==> src/rtl/mem_access_ctrl.sv <==
// mem_access_ctrl: single-outstanding load/store sequencer for a word-organised
// data memory. Handles byte/half/word accesses, misalignment faults and
// sub-word stores by read-modify-write.
// Ports:
//   clk, rst             clock, async active-low reset
//   req_*                request channel (valid/ready, we, size, unsigned, addr, wdata, rd)
//   resp_*               response channel (valid/ready, rdata, rd, err)
//   DM_read/DM_write     data-memory strobes (never both high)
//   DM_address/DM_in     data-memory word index and write data
//   DM_out               combinational read data from the data memory
module mem_access_ctrl #(
   parameter int unsigned ADDR_W = 10,
   parameter int unsigned DATA_W = 32
) (
   input  logic              clk,
   input  logic              rst,
   input  logic              req_valid,
   output logic              req_ready,
   input  logic              req_we,
   input  logic [1:0]        req_size,
   input  logic              req_unsigned,
   input  logic [31:0]       req_addr,
   input  logic [DATA_W-1:0] req_wdata,
   input  logic [4:0]        req_rd,
   output logic              resp_valid,
   input  logic              resp_ready,
   output logic [DATA_W-1:0] resp_rdata,
   output logic [4:0]        resp_rd,
   output logic              resp_err,
   output logic              DM_read,
   output logic              DM_write,
   output logic [ADDR_W-1:0] DM_address,
   output logic [DATA_W-1:0] DM_in,
   input  logic [DATA_W-1:0] DM_out
);

   localparam logic [1:0] SIZE_B   = 2'b00;
   localparam logic [1:0] SIZE_H   = 2'b01;
   localparam logic [1:0] SIZE_W   = 2'b10;
   localparam logic [1:0] SIZE_RSV = 2'b11;

   typedef enum logic [1:0] {IDLE, ACCESS, MERGE, RESP} state_t;

   state_t              state_q, state_d;
   logic                we_q, we_d;
   logic [1:0]          size_q, size_d;
   logic                uns_q, uns_d;
   logic [1:0]          off_q, off_d;
   logic [15:0]         wdata_q, wdata_d;
   logic                req_ready_d, resp_valid_d, resp_err_d;
   logic [DATA_W-1:0]   resp_rdata_d;
   logic [4:0]          resp_rd_d;
   logic                dm_read_d, dm_write_d;
   logic [ADDR_W-1:0]   dm_address_d;
   logic [DATA_W-1:0]   dm_in_d;
   logic [DATA_W-1:0]   lane_sh, load_ext, merged;
   logic                acc_fault;

   // Address bits above the memory's word index are ignored (address wraps).
   logic unused_addr_bits;
   assign unused_addr_bits = &{1'b0, req_addr[31:ADDR_W+2]};

   function automatic logic is_fault(input logic [1:0] size, input logic [1:0] off);
      return (size == SIZE_RSV) || (size == SIZE_H && off[0]) ||
             (size == SIZE_W && off != 2'b00);
   endfunction

   assign acc_fault = is_fault(size_q, off_q);

   // Little-endian lane extraction and extension of the read word.
   always_comb begin
      lane_sh = DM_out >> {off_q, 3'b000};
      case (size_q)
         SIZE_B:  load_ext = uns_q ? {{(DATA_W-8){1'b0}}, lane_sh[7:0]}
                                   : {{(DATA_W-8){lane_sh[7]}}, lane_sh[7:0]};
         SIZE_H:  load_ext = uns_q ? {{(DATA_W-16){1'b0}}, lane_sh[15:0]}
                                   : {{(DATA_W-16){lane_sh[15]}}, lane_sh[15:0]};
         default: load_ext = DM_out;
      endcase
   end

   // Read word with the addressed sub-word lane replaced by store data.
   always_comb begin
      merged = DM_out;
      if (size_q == SIZE_B) merged[{off_q, 3'b000} +: 8] = wdata_q[7:0];
      else                  merged[{off_q[1], 4'b0000} +: 16] = wdata_q;
   end

   // Next-state and next-output logic; DM drive defaults to idle each cycle.
   always_comb begin
      state_d      = state_q;
      we_d         = we_q;
      size_d       = size_q;
      uns_d        = uns_q;
      off_d        = off_q;
      wdata_d      = wdata_q;
      resp_valid_d = resp_valid;
      resp_rdata_d = resp_rdata;
      resp_rd_d    = resp_rd;
      resp_err_d   = resp_err;
      dm_read_d    = 1'b0;
      dm_write_d   = 1'b0;
      dm_address_d = '0;
      dm_in_d      = '0;
      case (state_q)
         IDLE: begin
            if (req_valid && req_ready) begin
               state_d      = ACCESS;
               we_d         = req_we;
               size_d       = req_size;
               uns_d        = req_unsigned;
               off_d        = req_addr[1:0];
               wdata_d      = req_wdata[15:0];
               resp_rd_d    = req_rd;
               dm_address_d = req_addr[ADDR_W+1:2];
               // Strobes are registered, so the access type is decided here.
               if (!is_fault(req_size, req_addr[1:0])) begin
                  if (req_we && req_size == SIZE_W) begin
                     dm_write_d = 1'b1;
                     dm_in_d    = req_wdata;
                  end else begin
                     dm_read_d  = 1'b1;
                  end
               end
            end
         end
         ACCESS: begin
            state_d      = RESP;
            resp_valid_d = 1'b1;
            resp_err_d   = acc_fault;
            resp_rdata_d = '0;
            if (!acc_fault && !we_q) begin
               resp_rdata_d = load_ext;
            end else if (!acc_fault && we_q && size_q != SIZE_W) begin
               state_d      = MERGE;
               resp_valid_d = 1'b0;
               dm_write_d   = 1'b1;
               dm_address_d = DM_address;
               dm_in_d      = merged;
            end
         end
         MERGE: begin
            state_d      = RESP;
            resp_valid_d = 1'b1;
         end
         RESP: begin
            if (resp_ready) begin
               state_d      = IDLE;
               resp_valid_d = 1'b0;
            end
         end
         default: state_d = IDLE;
      endcase
      req_ready_d = (state_d == IDLE);
   end

   // State and output registers.
   always_ff @(posedge clk or negedge rst) begin
      if (!rst) begin
         state_q    <= IDLE;
         we_q       <= 1'b0;
         size_q     <= 2'b00;
         uns_q      <= 1'b0;
         off_q      <= 2'b00;
         wdata_q    <= '0;
         req_ready  <= 1'b0;
         resp_valid <= 1'b0;
         resp_rdata <= '0;
         resp_rd    <= '0;
         resp_err   <= 1'b0;
         DM_read    <= 1'b0;
         DM_write   <= 1'b0;
         DM_address <= '0;
         DM_in      <= '0;
      end else begin
         state_q    <= state_d;
         we_q       <= we_d;
         size_q     <= size_d;
         uns_q      <= uns_d;
         off_q      <= off_d;
         wdata_q    <= wdata_d;
         req_ready  <= req_ready_d;
         resp_valid <= resp_valid_d;
         resp_rdata <= resp_rdata_d;
         resp_rd    <= resp_rd_d;
         resp_err   <= resp_err_d;
         DM_read    <= dm_read_d;
         DM_write   <= dm_write_d;
         DM_address <= dm_address_d;
         DM_in      <= dm_in_d;
      end
   end

endmodule

==> config.mk <==
export PLATFORM = sky130hd
export DESIGN_NAME = mem_access_ctrl
export DESIGN_NICKNAME = d
export VERILOG_FILES = /design/src/rtl/mem_access_ctrl.sv
export SDC_FILE = /design/constraint.sdc
export NUM_CORES = 1
export LEC_CHECK = 0
export CORE_ASPECT_RATIO = 1.5
export CORE_UTILIZATION = 49
export CTS_CLUSTER_DIAMETER = 50
export DETAILED_ROUTE_END_ITERATION = 16
export GPL_TIMING_DRIVEN = 1
export PLACE_DENSITY = 0.87
export SLEW_MARGIN = 20
export SYNTH_ARGS = -nofsm -noshare
export SYNTH_HDL_FRONTEND = slang
export SYNTH_SLANG_ARGS = --single-unit
==> constraint.sdc <==
create_clock -name clk -period 4.71 [get_ports clk]
set_input_delay 0.942 -clock clk [delete_from_list [all_inputs] [get_ports clk]]
set_output_delay 0.942 -clock clk [all_outputs]
set_load 0.02 [all_outputs]
Word level (Yosys, flattened, before mapping)
Cells that the tools add are included.
- register bits: 108
- bits of input ports: 109
- output and inout bits: 84
- word-level logic and storage cells: 93
- $add $sub $neg: 2
- equality and inequality tests: 12
- shift-type cells: 5
- multiplexer cells: 36
- reductions and logical operators: 23
- operators with widths (operator ; count):
    2-to-1 mux 32 bit ; 9
    case mux 32 bit (2 select lines) ; 2
    bitwise mux 32 bit ; 2
    variable shift 16 x 7 -> 32 bit, first input constant ; 1
    variable shift 8 x 7 -> 32 bit, first input constant ; 1
    variable part select 16 x 7 -> 32 bit ; 1
    variable part select 8 x 7 -> 32 bit ; 1
    >> shifter 32 x 5 -> 16 bit ; 1
    2-to-1 mux 10 bit ; 3
    case mux 10 bit (2 select lines) ; 1
    2-to-1 mux 1 bit ; 14
    negator 5 -> 7 bit ; 2
    equality test 2 bit, second input constant ; 6
    logical AND 1 bit ; 9
    case mux 2 bit (4 select lines) ; 1
    equality test 2 x 1 -> 1 bit, second input constant ; 3
    logical NOT 2 bit ; 3
    logical OR 1 bit ; 4
    2-to-1 mux 2 bit ; 2
    != test 2 bit, second input constant ; 2
    AND reduction 2 bit ; 2
    nonzero test 2 bit ; 2
    != test 3 bit, second input constant ; 1
    case mux 1 bit (3 select lines) ; 1
    3 further kinds ; 4

Longest topological paths before layout
Gate-level depths: netlist of run 1.
- depth after elaboration: 11
- depth in mapped cells: 9
- mapped depth without buffers: 6

Least setup slack after synthesis of run 1
No wires, ideal clock.
- path kind: input to register
- start point: input port req_size[0]
- end point: register DM_in[29]
- library setup time: 66 ps
- arrival: 2052 ps
- required time: 4644 ps
- setup slack: 2592 ps
- stages on the path: 5
- path buffers: 1
- cell sequence: nor3_1 > nand3_1 > nor2_1 > buf_4 > a22o_1
- cells in the longest elaborated chain, start to end: 7
- elaborated cells between the ends (all ways): 12
- those cells by class: eq/ne (3); mux (4); reduce/logical (5)
- ends and longest elaborated chain (what ; line ; RTL):
    start: declaration ; 20 ; input logic [1:0] req_size,
    equality test 2 x 1 -> 1 bit ; 64 ; return (size == SIZE_RSV) || (size == SIZE_H && off[0]) ||
    logical AND 1 bit ; 64 ;
    logical OR 1 bit (2 in series) ; 64 ;
    2-to-1 mux 32 bit * ; 117 ; if (!is_fault(req_size, req_addr[1:0])) begin
    2-to-1 mux 32 bit * ; 107 ; if (req_valid && req_ready) begin
    case mux 32 bit (2 select lines) * ; 105 ; case (state_q)
    net dm_in_d[29] ; 55 ; logic [DATA_W-1:0] dm_in_d;
    end signal: assignment ; 190 ; DM_in <= dm_in_d;
    end: declaration ; 33 ; output logic [DATA_W-1:0] DM_in,
Mark *: on every way through the listed nets, which the timed path passes. The rest lies on a longest branch.
A chain may end at the register's enable or synchronous reset.

Worst setup path after layout of run 1
- start point: register off_q[0]
- end point: register DM_in[31]
- cells in the longest elaborated chain, start to end: 9
- elaborated cells between the ends (all ways): 17
- those cells by class: add/sub (1); shift (2); mux (5); reduce/logical (9)
- ends and longest elaborated chain (what ; line ; RTL):
    start: declaration ; 48 ; logic [1:0] off_q, off_d;
    start signal: assignment ; 164 ; off_q <= 2'b00;
    start signal: assignment ; 180 ; off_q <= off_d;
    branches (longest 7 deep; another with negator 5 -> 7 bit) ; -- ;
    2-to-1 mux 32 bit * ; 132 ; if (!acc_fault && !we_q) begin
    case mux 32 bit (2 select lines) * ; 105 ;
    net dm_in_d[31] ; 55 ;
Mark *: on every way through the listed nets, which the timed path passes.

==> run_results.csv, run 1 <==
group,metric,value,unit
clock_network,post_cts_resized,0,
global_routing,grt_antenna_before_repair,0,
finish,n_antenna_cell,0,
worst_setup_path,crit_family,"flip-flops",
worst_setup_path,cp_num_cells,6,
routing,postRouteWirelength,16900,µm
global_routing,overflow,0,
hold_path,min_to,"resp_rdata[4]$_DFFE_PN0P_",
status,status,"finished, final reports clean",
routing,wire_per_inst,20.8,µm
clock_network,cts.sinks,108,
worst_setup_path,cp_slowest_cell,"dfrtp_1",
clock_network,clk_pin_slew_worst_paths,0.07,ns
place,dp_hpwl,12200,µm
worst_setup_path,r2r_setup_slack,1.73,ns
synthesis,ys_seq_area_share,50.7,%
timing,worst_clock_skew,0.00609,ns
power_and_ir_drop,seqPwrFrac,34.5,%
synthesis,synthCells,517,
power_and_ir_drop,ir_worst_vdd,0.386,mV
global_routing,grt_pass1_vias,4962,
timing,hold_viol,0,
worst_setup_path,crit_fanout,31,
synthesis,synth_cell_types,51,
routing,antenna_left,0,
clock_network,clk_latency,0.35,ns
floorplan,placementRows,46,
finish,n_fill_cell,819,
synthesis,syn_nets,631,
clock_network,ctsHoldBuffers,0,
clock_network,cts_htree_levels,3,
worst_setup_path,r2r-end,"DM_in[31]$_DFF_PN0_",
place,gp_congestion,0.868,
power_and_ir_drop,p_sw,1.88,mW
worst_setup_path,startpoint_type,"flop",
timing,rsz0062_at_grt,"false",
finish,nets,779,
floorplan,coreArea,10600,µm²
finish,layout-drive-gt1-share,5.22,%
synthesis,avgSynthCellArea,10.3,µm²
power_and_ir_drop,power_frac_comb,48.0,%
timing,post-route-period-util,63.3,%
clock_network,root_buffer,"clkbuf_16",
synthesis,syn_area,5340,µm²
timing,whs,0.466,ns
routing,avgViaCountPerCell,6.23,
power_and_ir_drop,power.density,604,nW/µm²
timing,setup_violations,0,
synthesis,synth_edf_count,0,
power_and_ir_drop,swShare,42.0,%
clock_network,cts_setup_buffers,0,
timing,setup-tns-final,0,ns
global_routing,grt_max_degree,74,
timing,worst_pin_slew,1.00,ns
hold_path,hold_class,"reg2reg",
finish,syn_to_final_growth,38.6,%
clock_network,cts_tree,"yes",
worst_setup_path,worst_ep_required_time,4.99,ns
global_routing,grt_use_total,31.0,%
clock_network,clk_path_buf_depth,2,
worst_setup_path,r2r_start,"off_q[0]$_DFFE_PN0P_",
job,cap_violations,0,
hold_path,hold_start,"resp_rdata[4]$_DFFE_PN0P_",
timing,fin_crit,2.98,ns
clock_network,cts_inserted_buffers,9,
routing,dr.pass1.iters,6,
worst_setup_path,ff2ff_path_depth,6,
power_and_ir_drop,p_int,2.59,mW
global_routing,grt_pass1_wl,26500,µm
floorplan,start_util,50.4,%
power_and_ir_drop,power.leakage,3.31,nW
timing,max-slew-margin-rel,33.1,%
place,port_buffers,172,
floorplan,die_w,87.2,µm
worst_setup_path,worstSetupPathType,"reg2reg",
hold_path,holdPathStages,2,
routing,route.detailed.drc,0,
routing,drtIter0Drc,510,
synthesis,synthArstFlopShare,100,%
worst_setup_path,worst-path-buf-inv,1,
floorplan,fp.dieH,130,µm
synthesis,ys.flop_type,"dfrtp_1",
worst_setup_path,cpPeakStageDelay,1.01,ns
synthesis,synth-seq-cells,108,
floorplan,io_pins,193,
timing,drv_slew,0,
worst_setup_path,cp-end-kind,"flop",
worst_setup_path,crit_chain,"inv_2 > ha_1 > nor4bb_2 > a221oi_1 > a21oi_1 > a22o_1",
timing,clock.fmax,0.335,GHz
worst_setup_path,critPathArrivalTime,3.27,ns
routing,vias,5073,
power_and_ir_drop,clkPwrFrac,17.4,%
floorplan,dieArea,11300,µm²
synthesis,ys_warn_count,0,
metal layers:
layer	routed length [µm]	vias up	global-route usage (%)	part of all wire [%]
met5	0	-	0	0
met4	749	0	17.4	4.4
met3	1300	60	4.11	7.7
met2	8660	333	51.8	51
met1	6200	2432	38.6	37
li1	-	2248	-	-
cells by family after synthesis:
group / share of synthesized area, %
AO/OA/AOI/OAI: 25.9
AND/OR/NAND/NOR: 14.6
flip-flops: 50.7
buffers and inverters: 4.24
multiplexers: 3.38
adder cells (fa/ha/maj): 1.17
per-stage QoR:
| stage | area, µm² | util, % | total power, mW | std cells | setup slack [ns] |
|---|---|---|---|---|---|
| 3_3_place_gp | 7080 | 66.8 | 3.58 | 798 | 1.60 |
| 4_1_cts | 7390 | 69.8 | 4.43 | 814 | 1.50 |
| 5_1_grt | 7390 | 69.8 | 4.72 | 814 | 1.61 |
| 3_5_place_dp | 7080 | 66.8 | 3.64 | 798 | 1.53 |
| 2_1_floorplan | 5340 | - | 2.85 | 517 | 2.59 |
| 6_report | 7390 | 69.8 | 4.46 | 814 | 1.73 |
cells in the final DEF (no fill, tap or decap), drive strengths merged, types with 4 or more instances in the layout:
cell,count
a21oi,16
nand2,100
o32ai,8
and2,4
o22ai,13
clkdlybuf4s50,171
buf,7
a221o,16
o2bb2ai,8
a21o,7
o211ai,8
inv,10
or2,4
dfrtp,108
nor2,15
o31ai,7
clkbuf,10
a211oi,9
a22o,29
and3,21
o21ai,6
a221oi,33
mux2i,18
nor2b,8
ha,5
sequential cells by signal, summed over array words and instances, names as in the netlist:
register / cells
uns_q: 1
we_q: 1
resp_rdata: 32
req_ready: 1
DM_write: 1
DM_read: 1
resp_rd: 5
DM_in: 32
wdata_q: 16
off_q: 2
resp_err: 1
size_q: 2
DM_address: 10
state_q: 2
resp_valid: 1
cell usage after synthesis, drive strengths merged, types with 2 or more instances:
library cell  count  area share (%)
buf              20             2.3
o221ai            2            0.33
a221o            16             3.0
dfrtp           108              51
a21o              7            0.98
o211ai            8             1.1
a221oi           33             5.4
and2              4            0.47
o2bb2ai           8             1.3
o21ai             6            0.56
inv               7            0.49
nand2b            3            0.35
nand3             3            0.28
clkbuf           21             1.5
a211oi            9             1.3
o22ai            13             1.5
o31ai             7            0.98
ha                5             1.2
mux2i            18             3.4
nor2b             8            0.94
nor3              2            0.28
a22o             29             4.8
o32ai             8             1.3
nand2           100             7.0
or4               2            0.35
a21oi            16             1.6
a2bb2oi           2            0.33
and3             21             2.5
nor2             15             1.1
or2               4            0.47
power by group through the flow:
stage / combinational [mW] / clock, mW / sequential, mW
after floorplan: 1.24 / 0 / 1.61
after global placement: 2.05 / 0 / 1.53
after detailed placement: 2.10 / 0 / 1.54
after CTS: 2.12 / 0.787 / 1.53
after global routing: 2.32 / 0.828 / 1.57
final: 2.14 / 0.777 / 1.54
final cells by class:
type	instances	area (µm²)	share of cell area [%]
flip-flops and latches	108	2700	36.6
multi-input cells	361	2410	32.6
repair buffers	178	1760	23.9
clock buffers	10	239	3.23
well taps	144	180	2.44
clock inverters	6	68.8	0.931
inverters	7	26.3	0.355
worst max-delay path by stage:
stage,start,endpoint,slack (ns)
2_1_floorplan,req_size[0],DM_in[29]$_DFF_PN0_,2.59
3_5_place_dp,off_q[0]$_DFFE_PN0P_,DM_in[31]$_DFF_PN0_,1.53
4_1_cts,off_q[0]$_DFFE_PN0P_,DM_in[31]$_DFF_PN0_,1.50
6_report,off_q[0]$_DFFE_PN0P_,DM_in[31]$_DFF_PN0_,1.73
3_3_place_gp,off_q[0]$_DFFE_PN0P_,DM_in[24]$_DFF_PN0_,1.60
5_1_grt,off_q[0]$_DFFE_PN0P_,DM_in[24]$_DFF_PN0_,1.61
worst reg2reg max path, cell delays in order (launching register included):
cell and delay (ns):
dfrtp_1 1.01, inv_2 0.23, ha_1 0.40, nor4bb_2 0.70, a221oi_1 0.18, a21oi_1 0.24
a22o_1 0.16
Note: power is estimated with default switching activity, not from simulation.
==> inputs of run 2 (changes only) <==
--- a/config.mk
+++ b/config.mk
@@ -6,11 +6,11 @@
 export NUM_CORES = 1
 export LEC_CHECK = 0
 export CORE_ASPECT_RATIO = 1.5
-export CORE_UTILIZATION = 49
+export CORE_UTILIZATION = 41
 export CTS_CLUSTER_DIAMETER = 50
 export DETAILED_ROUTE_END_ITERATION = 16
 export GPL_TIMING_DRIVEN = 1
-export PLACE_DENSITY = 0.87
+export PLACE_DENSITY = 0.77
 export SLEW_MARGIN = 20
 export SYNTH_ARGS = -nofsm -noshare
 export SYNTH_HDL_FRONTEND = slang
==> constraint.sdc (replaced) <==
create_clock -name clk -period 2.7 [get_ports clk]
set_input_delay 0.54 -clock clk [delete_from_list [all_inputs] [get_ports clk]]
set_output_delay 0.54 -clock clk [all_outputs]
set_load 0.02 [all_outputs]
==> run_results.csv, run 2 (synthesis gave the netlist of run 1 again) <==
group,metric,value,unit
routing,route.detailed.drc,0,
worst_setup_path,crit_family,"simple AND/OR/NAND/NOR gates",
worst_setup_path,crit_fanout,23,
finish,n_fill_cell,1067,
status,status,"finished, final reports clean",
clock_network,clk_path_buf_depth,2,
finish,syn_to_final_growth,41.5,%
worst_setup_path,cpPeakStageDelay,0.77,ns
global_routing,grt_pass1_vias,5020,
floorplan,dieArea,13500,µm²
finish,regArea,2700,µm²
global_routing,grt_antenna_before_repair,0,
clock_network,cts_inserted_buffers,9,
clock_network,clk_pin_slew_worst_paths,0.08,ns
worst_setup_path,worst-path-buf-inv,1,
place,dp_hpwl,12800,µm
floorplan,fp.dieH,142,µm
routing,drtIter0Drc,473,
floorplan,io_pins,193,
clock_network,cts.sinks,108,
global_routing,grt_use_total,27.1,%
place,gp_congestion,0.889,
timing,worst_clock_skew,0.00992,ns
power_and_ir_drop,power.leakage,3.40,nW
clock_network,ctsHoldBuffers,0,
timing,setup-tns-final,0,ns
clock_network,clk_latency,0.35,ns
timing,setup_violations,0,
global_routing,grt_pass1_wl,27600,µm
timing,fin_crit,2.36,ns
timing,max-slew-margin-rel,33.5,%
finish,n_antenna_cell,0,
timing,drv_slew,0,
timing,rsz0062_at_grt,"false",
global_routing,overflow,0,
timing,clock.fmax,0.424,GHz
finish,top_regs,"DM_in x32, resp_rdata x32, wdata_q x16",
worst_setup_path,cp_slowest_cell,"and3_1",
floorplan,coreArea,12600,µm²
worst_setup_path,cp-end-kind,"flop",
finish,final_common_cell,"clkdlybuf4s50_1",
worst_setup_path,worst_ep_required_time,2.99,ns
finish,nets,794,
global_routing,grt_max_degree,62,
timing,worst_pin_slew,0.998,ns
worst_setup_path,ff2ff_path_depth,6,
job,cap_violations,0,
clock_network,root_buffer,"clkbuf_16",
place,place_ws,0.360,ns
hold_path,hold_class,"in2async",
place,port_buffers,172,
routing,vias,5128,
worst_setup_path,critPathArrivalTime,2.65,ns
floorplan,start_util,42.4,%
worst_setup_path,crit_chain,"inv_1 > ha_1 > nor2b_1 > and3_1 > a22o_1 > a21o_1",
routing,dr.pass1.iters,5,
floorplan,die_w,95.1,µm
finish,layout-drive-gt1-share,7.15,%
timing,post-route-period-util,87.4,%
worst_setup_path,startpoint_type,"flop",
timing,fin_ws,0.339,ns
worst_setup_path,worstSetupPathType,"reg2reg",
clock_network,cts_tree,"yes",
clock_network,cts_htree_levels,3,
clock_network,post_cts_resized,0,
power_and_ir_drop,ir_worst_vdd,0.539,mV
timing,hold_viol,0,
routing,antenna_left,0,
floorplan,placementRows,50,
clock_network,cts_setup_buffers,0,
power_and_ir_drop,power.density,1060,nW/µm²
finish,multi_input_area,2410,µm²
routing,avgViaCountPerCell,6.10,
worst_setup_path,cp_num_cells,6,
finish,final_cell_mix,"clkdlybuf4s50_1 (171), dfrtp_1 (108), nand2_1 (100), a221oi_1 (33), a22o_1 (29)",
routing,wire_per_inst,21.1,µm
routing,postRouteWirelength,17700,µm
-- run 2: worst paths after layout --
check / from / end / slack [ns]
min reg2reg: resp_rdata[0]$_DFFE_PN0P_ / resp_rdata[0]$_DFFE_PN0P_ / 0.47
max: off_q[1]$_DFFE_PN0P_ / resp_rdata[14]$_DFFE_PN0P_ / 0.34
min in group clk: resp_rdata[0]$_DFFE_PN0P_ / resp_rdata[0]$_DFFE_PN0P_ / 0.47
max reg2reg: off_q[1]$_DFFE_PN0P_ / resp_rdata[14]$_DFFE_PN0P_ / 0.34
min: rst / resp_rdata[16]$_DFFE_PN0P_ / 0.06
max in group asynchronous: rst / DM_in[20]$_DFF_PN0_ / 1.98
-- run 2: layout make-up --
| cell class | instances | share of cell area [%] |
|---|---|---|
| Tap cell | 156 | 2.59 |
| Clock inverter | 7 | 1.39 |
| Timing Repair Buffer | 193 | 25.0 |
| Sequential cell | 108 | 35.8 |
| Inverter | 7 | 0.348 |
| Clock buffer | 9 | 2.98 |
| Multi-Input combinational cell | 361 | 31.9 |
-- run 2: report_power, final --
part	total [mW]	switching, mW	internal [mW]
Clock	1.47	0.645	0.829
Sequential	2.59	0.483	2.11
Combinational	3.95	2.23	1.72
-- run 2: routing by layer --
metal	vias to the layer above	wire, µm	global-route usage (%)
li1	2279	-	-
met1	2504	6940	34.3
met2	276	8740	44.1
met3	69	1110	3.64
met4	0	935	14.8
met5	-	0	0
-- run 2: stage by stage --
step | instances | total power, mW | utilization, % | area, µm² | hold WS (ns)
after global routing | 841 | 8.45 | 60.0 | 7550 | 0.0671
final | 841 | 8.01 | 60.0 | 7550 | 0.0604
after global placement | 825 | 6.40 | 57.4 | 7220 | 0.431
after detailed placement | 825 | 6.47 | 57.4 | 7220 | 0.430
after floorplan | 517 | 4.97 | - | 5340 | 0.244
after CTS | 841 | 7.97 | 60.0 | 7550 | 0.0586
==> inputs of run 3 (changes only) <==
--- a/config.mk
+++ b/config.mk
@@ -5,6 +5,7 @@
 export SDC_FILE = /design/constraint.sdc
 export NUM_CORES = 1
 export LEC_CHECK = 0
+export CAP_MARGIN = 0
 export CORE_ASPECT_RATIO = 1.5
 export CORE_UTILIZATION = 41
 export CTS_CLUSTER_DIAMETER = 50
==> results of run 3 <==
No change in the layout: final DEF, timing and power equal those of run 2.
